$ cat config.mk
export PLATFORM = sky130hd
export DESIGN_NAME = store_buffer
export DESIGN_NICKNAME = d
export VERILOG_FILES = /design/src/rtl/store_buffer_pkg.sv /design/src/rtl/store_data_align.sv /design/src/rtl/store_buffer.sv
export SDC_FILE = /design/constraint.sdc
export NUM_CORES = 1
export LEC_CHECK = 0
export BUFFER_PORTS_ARGS = -buffer_cell sky130_fd_sc_hd__buf_2
export CORE_MARGIN = 4
export CORE_UTILIZATION = 50
export DETAILED_ROUTE_END_ITERATION = 12
export PLACE_DENSITY = 0.7
export SYNTH_ARGS = -nofsm -noshare
export SYNTH_HDL_FRONTEND = slang
export SYNTH_SLANG_ARGS = --single-unit
$ cat constraint.sdc
create_clock -name clk -period 4.6 [get_ports clk]
set_input_delay 0.92 -clock clk [delete_from_list [all_inputs] [get_ports clk]]
set_output_delay 0.92 -clock clk [all_outputs]
set_load 0.1 [all_outputs]
$ cat src/rtl/store_buffer_pkg.sv
// Shared encodings and entry layout for the RV32I store buffer.
// Latency: none (types and constants only).
// Backpressure: not applicable.
package store_buffer_pkg;

  localparam logic [1:0] SIZE_B = 2'b00;
  localparam logic [1:0] SIZE_H = 2'b01;
  localparam logic [1:0] SIZE_W = 2'b10;

  localparam int WADDR_W = 30;
  localparam int DATA_W  = 32;
  localparam int WE_W    = 4;

  // One queued write: word address, lane-aligned data, byte enables.
  typedef struct packed {
    logic [WADDR_W-1:0] waddr;
    logic [DATA_W-1:0]  wdata;
    logic [WE_W-1:0]    we;
  } sb_entry_t;

endpackage

$ cat src/rtl/store_data_align.sv
// Places rs2 store data onto byte lanes, builds the byte mask, flags bad alignment.
// Latency: purely combinational.
// Backpressure: none; the caller decides whether the result is used.
module store_data_align
  import store_buffer_pkg::*;
(
  input  logic [1:0]  lo,
  input  logic [1:0]  size,
  input  logic [31:0] data,
  output logic [31:0] wdata,
  output logic [3:0]  we,
  output logic        misaligned_raw
);

  // Replicate the narrow datum across lanes so the mask alone selects the bytes.
  always_comb begin
    wdata          = '0;
    we             = '0;
    misaligned_raw = 1'b0;
    case (size)
      SIZE_B: begin
        wdata = {4{data[7:0]}};
        we    = 4'b0001 << lo;
      end
      SIZE_H: begin
        wdata          = {2{data[15:0]}};
        we             = 4'b0011 << lo;
        misaligned_raw = lo[0];
      end
      SIZE_W: begin
        wdata          = data;
        we             = 4'b1111;
        misaligned_raw = (lo != 2'b00);
      end
      default: misaligned_raw = 1'b1;
    endcase
  end

endmodule

$ cat src/rtl/store_buffer.sv
// Store buffer: aligns stores, queues them, drains to the data-memory write port.
// Latency: 1 cycle accept-to-mem_valid; 0 with STORE_BUF_BYPASS_EN and an idle queue.
// Backpressure: st_ready = !full (no look-ahead); head payload held while mem_ready is low.
module store_buffer
  import store_buffer_pkg::*;
#(
  parameter int DEPTH = 4
) (
  input  logic        clk,
  input  logic        rst_n,
  input  logic        st_valid,
  output logic        st_ready,
  input  logic [31:0] st_addr,
  input  logic [31:0] st_data,
  input  logic [1:0]  st_size,
  output logic        mem_valid,
  input  logic        mem_ready,
  output logic [31:0] mem_addr,
  output logic [31:0] mem_wdata,
  output logic [3:0]  mem_we,
  output logic        misaligned,
  output logic        empty,
  input  logic [31:0] ld_addr,
  output logic        ld_hit
);

  localparam int IDX_W = $clog2(DEPTH);
  localparam int PTR_W = IDX_W + 1;

  logic [PTR_W-1:0] wr_ptr_q, wr_ptr_d;
  logic [PTR_W-1:0] rd_ptr_q, rd_ptr_d;
  sb_entry_t        entries_q [DEPTH];
  sb_entry_t        entries_d [DEPTH];
  logic             misaligned_q, misaligned_d;

  logic [31:0]      al_wdata;
  logic [3:0]       al_we;
  logic             al_mis;
  sb_entry_t        new_entry;
  sb_entry_t        head_entry;
  logic [IDX_W-1:0] wr_idx, rd_idx;
  logic [PTR_W-1:0] count;
  logic             fifo_empty, fifo_full;
  logic             accept, legal, bypass, enq, deq;
  logic             unused_ld_lo;

  store_data_align u_align (
    .lo             (st_addr[1:0]),
    .size           (st_size),
    .data           (st_data),
    .wdata          (al_wdata),
    .we             (al_we),
    .misaligned_raw (al_mis)
  );

  assign wr_idx     = wr_ptr_q[IDX_W-1:0];
  assign rd_idx     = rd_ptr_q[IDX_W-1:0];
  assign count      = wr_ptr_q - rd_ptr_q;
  assign fifo_empty = (wr_ptr_q == rd_ptr_q);
  assign fifo_full  = (wr_idx == rd_idx) && (wr_ptr_q[IDX_W] != rd_ptr_q[IDX_W]);

  assign st_ready   = !fifo_full;
  assign empty      = fifo_empty;
  assign misaligned = misaligned_q;

  assign accept = st_valid && st_ready;
  assign legal  = accept && !al_mis;

`ifdef STORE_BUF_BYPASS_EN
  // An idle queue with a ready memory lets the store go straight through.
  assign bypass = fifo_empty && legal && mem_ready;
`else
  assign bypass = 1'b0;
`endif

  assign enq = legal && !bypass;
  assign deq = !fifo_empty && mem_ready;

  assign new_entry.waddr = st_addr[31:2];
  assign new_entry.wdata = al_wdata;
  assign new_entry.we    = al_we;
  assign head_entry      = entries_q[rd_idx];

  // Byte offset of a load is irrelevant to the word-granular hit check.
  assign unused_ld_lo = ^ld_addr[1:0];

  // Present the head entry, the bypassed store, or zeros when nothing is pending.
  always_comb begin
    mem_valid = 1'b0;
    mem_addr  = '0;
    mem_wdata = '0;
    mem_we    = '0;
    if (!fifo_empty) begin
      mem_valid = 1'b1;
      mem_addr  = {head_entry.waddr, 2'b00};
      mem_wdata = head_entry.wdata;
      mem_we    = head_entry.we;
    end else if (bypass) begin
      mem_valid = 1'b1;
      mem_addr  = {new_entry.waddr, 2'b00};
      mem_wdata = new_entry.wdata;
      mem_we    = new_entry.we;
    end
  end

  // Word-address match against every occupied slot, i.e. offsets below the occupancy.
  always_comb begin
    logic [IDX_W-1:0] off;
    ld_hit = 1'b0;
    off    = '0;
    for (int i = 0; i < DEPTH; i++) begin
      off = IDX_W'(i) - rd_idx;
      if (({1'b0, off} < count) && (entries_q[i].waddr == ld_addr[31:2])) begin
        ld_hit = 1'b1;
      end
    end
  end

  // Next-state for pointers, storage and the misaligned pulse.
  always_comb begin
    wr_ptr_d     = wr_ptr_q;
    rd_ptr_d     = rd_ptr_q;
    entries_d    = entries_q;
    misaligned_d = accept && al_mis;
    if (enq) begin
      entries_d[wr_idx] = new_entry;
      wr_ptr_d          = wr_ptr_q + 1'b1;
    end
    if (deq) begin
      rd_ptr_d = rd_ptr_q + 1'b1;
    end
  end

  // State registers; reset discards every queued store.
  always_ff @(posedge clk or negedge rst_n) begin
    if (!rst_n) begin
      wr_ptr_q     <= '0;
      rd_ptr_q     <= '0;
      misaligned_q <= 1'b0;
      for (int i = 0; i < DEPTH; i++) begin
        entries_q[i] <= '0;
      end
    end else begin
      wr_ptr_q     <= wr_ptr_d;
      rd_ptr_q     <= rd_ptr_d;
      misaligned_q <= misaligned_d;
      entries_q    <= entries_d;
    end
  end

endmodule

==> flow_summary.json <==
{
  "design.portCount": 175,
  "r2r-end": "entries_q[76]",
  "synthDominantAreaCellType": "sky130_fd_sc_hd__dfrtp_1",
  "die_ht_um": 176,
  "hold_buf_count_cts": 0,
  "post_drt_wl_per_cell_um": 20.1,
  "final_layout_size_suffix_gt1_share_pct": 20.0,
  "synth_area_per_cell_sq_um": 9.54,
  "ys_warns": 0,
  "worstSetupEndpointType": "output pin",
  "worst_case_reg_to_reg_path_depth": 8,
  "cts_resized": 0,
  "start_kind": "register",
  "initial_core_utilization_pct": 50.6,
  "area.growth.synth_to_final_pct": 15.5,
  "cp.arrival_ps": 3200,
  "crit_path_frequent_cell": "sky130_fd_sc_hd__inv_1",
  "tns_ps": 0,
  "crit_path_cell_trace": "inv_1 > ha_1 > inv_1 > fa_1 > inv_1 > ha_1 > nor2b_1 > o21ai_0 > nand3_1 > nand4_1 > buf_12",
  "timing.setup.critical_path_class": "reg -> out",
  "hold_class": "in -> async",
  "crit_path_max_incr_delay_ps": 480,
  "finalWeightedCongestion": 0.927,
  "finalCoreUtilization_pct": 58.4,
  "drt-total-wl_mm": 39.7,
  "std_cell_rows": 61,
  "fin_worst_skew_ps": 14.4,
  "detailroute.wirelength.met3_mm": 3.07,
  "clock.fmax_mhz": 243,
  "final_layout_net_count": 1692,
  "number_of_levels_the_h_tree_was_split_into": 1,
  "grt.total_usage_pct": 25.8,
  "timing.critical_path.max_delay_family": "adder cells",
  "synth-seq-area-share_pct": 48.3,
  "grt_first_pass_wirelength_mm": 62.6,
  "synthDistinctLibCells": 35,
  "yosysTopAreaCellShare_pct": 48.3,
  "buffer_ports.inserted": 170,
  "grt_overflow": 0,
  "worstReg2RegStart": "wr_ptr_q[0]",
  "cts_max_path_buffers": 3,
  "die_width_um": 176,
  "number_of_flops_mapped_to_enable_cells_by_yosys": 0,
  "tritoncts": "yes",
  "most_frequent_cell_after_synthesis": "sky130_fd_sc_hd__nand2_1",
  "final_hold_violations": 0,
  "timing.max_slew.rel_slack_pct": 15.7,
  "slack_of_the_worst_reg_to_reg_path_ps": 1970,
  "layout.cells.non_filler": 1977,
  "clock_root_buffer_master": "sky130_fd_sc_hd__clkbuf_16",
  "die_area_sq_mm": 0.0308,
  "post_cts.repair.setup_buffers": 0,
  "drt_iter0_markers": 1048,
  "syn-cell-area_sq_mm": 0.0140,
  "postRouteAntennaNets": 0,
  "routed.top_layer": "met5",
  "critPathBufInv": 4,
  "post-route-drc-count": 0,
  "dr.pass1.iters": 5,
  "dp_slack_ps": 1090,
  "wl_met2_mm": 18.7,
  "antenna_found_initial": 3,
  "max_cap_violations": 0,
  "setup_repair_after_global_routing_missed_its_margin": "no",
  "postSynth.topFlopCell": "sky130_fd_sc_hd__dfrtp_1",
  "design.core.area_sq_mm": 0.0278,
  "crit_path_top_delay_cell": "sky130_fd_sc_hd__fa_1",
  "detail_route.wirelength.met1_mm": 16.5,
  "vias": 11000,
  "tightestPinTransition_ps": 1260,
  "status": "complete, no violations",
  "cts.sinks": 271,
  "tcrit_tclk_final_pct": 89.6,
  "worst_setup_hold_path_clk_slew_ps": 60,
  "place.detailed.hpwl_mm": 25.5,
  "worst_skew_pair.late_latency_ps": 560,
  "via_count_of_the_first_global_routing_pass": 11100,
  "placedCellCount": 1921,
  "cts_made_buffers": 31,
  "synthArstFlopShare_pct": 100,
  "yosys-top-cells-count": "539 x sky130_fd_sc_hd__nand2_1, 271 x sky130_fd_sc_hd__dfrtp_1, 127 x sky130_fd_sc_hd__o21ai_1, 125 x sky130_fd_sc_hd__xnor2_1",
  "grt_max_degree": 115,
  "slew_viol_final": 0,
  "synthesis.instances": 1472,
  "path_max_fanout": 5,
  "period_minus_slack_ps": 4120,
  "synth.ff_latch_count": 271,
  "worst_ep_required_time_ps": 3680,
  "timing.final.setup_violations": 0,
  "final_critical_path_setup_slack_ps": 477,
  "netlist_top_cells_area": "sky130_fd_sc_hd__dfrtp_1 48%, sky130_fd_sc_hd__nand2_1 14%, sky130_fd_sc_hd__mux4_2 11%, sky130_fd_sc_hd__xnor2_1 7.8%, sky130_fd_sc_hd__o21ai_1 4.5%",
  "via_per_inst": 5.55
}
-- layout by cell type, fill, tap and decap left out, types with 5 or more instances in the layout --
cell type	synthesis	final
sky130_fd_sc_hd__mux2i_1	10	10
sky130_fd_sc_hd__and2_1	66	66
sky130_fd_sc_hd__inv_1	9	9
sky130_fd_sc_hd__clkbuf_16	0	31
sky130_fd_sc_hd__buf_4	2	9
sky130_fd_sc_hd__nor4_1	8	8
sky130_fd_sc_hd__nand4_1	29	29
sky130_fd_sc_hd__bufinv_16	0	5
sky130_fd_sc_hd__buf_12	0	9
sky130_fd_sc_hd__buf_2	49	168
sky130_fd_sc_hd__clkinv_2	0	7
sky130_fd_sc_hd__a21oi_1	26	26
sky130_fd_sc_hd__o21ai_1	127	127
sky130_fd_sc_hd__nor2_1	14	14
sky130_fd_sc_hd__mux4_2	66	66
sky130_fd_sc_hd__clkbuf_8	0	5
sky130_fd_sc_hd__nand3_1	6	5
sky130_fd_sc_hd__xnor2_1	125	125
sky130_fd_sc_hd__ha_1	13	13
sky130_fd_sc_hd__nor2b_1	10	10
sky130_fd_sc_hd__nand2_1	539	539
sky130_fd_sc_hd__o21ai_0	15	15
sky130_fd_sc_hd__dfrtp_1	271	269
-- registers in the layout (all words and copies together) (netlist names) --
| signal | cells |
|---|---|
| entries_q | 264 |
| wr_ptr_q | 3 |
| rd_ptr_q | 3 |
| misaligned | 1 |
-- metrics by stage --
step	area, sq um	hold slack [ps]
floorplan	14100	440
global placement	15200	454
detailed placement	15200	460
CTS	16200	475
global route	16200	493
finish	16200	404
-- final cells by class --
class | count | area, sq um
diodes | 1 | 2.50
clock buffers | 40 | 860
clock inverters | 15 | 211
fillers | 2426 | 11600
inverters | 9 | 33.8
multi-input cells | 1076 | 6750
flip-flops and latches | 271 | 6790
well taps | 378 | 473
repair buffers | 187 | 1100
-- worst max path at each step --
| stage | startpoint | to | slack, ps | depth (start not counted) |
|---|---|---|---|---|
| after floorplan | rd_ptr_q[1] | ld_hit | 320 | 11 |
| after global placement | wr_ptr_q[0] | ld_hit | 1090 | 11 |
| after detailed placement | wr_ptr_q[0] | ld_hit | 1090 | 11 |
| after CTS | wr_ptr_q[0] | ld_hit | 460 | 11 |
| after global routing | wr_ptr_q[0] | ld_hit | 360 | 11 |
| final | wr_ptr_q[0] | ld_hit | 480 | 11 |
-- metal layers --
| layer | track usage [%] | up-vias |
|---|---|---|
| met5 | 0 | - |
| met4 | 9.19 | 6 |
| met3 | 4.61 | 102 |
| met2 | 41.1 | 454 |
| met1 | 35.9 | 5348 |
| li1 | - | 5061 |
-- cell families (layout without fill, tap and decap cells) --
logic type               after synthesis  after routing  share of synthesized area (%)
AO/OA/AOI/OAI                        171            171                           6.21
XOR/XNOR                             127            127                           7.97
adder cells (fa/ha/maj)               14             14                           1.30
buffers and inverters                126            251                           3.96
flip-flops                           271            271                           48.3
multiplexers                          76             76                           11.3
other                                  1              3                         0.0267
AND/OR/NAND/NOR                      686            686                           21.0
Power is left out: the tool's default activity adds up to more than one toggle a clock period on the data nets, which glitch-free logic cannot reach.
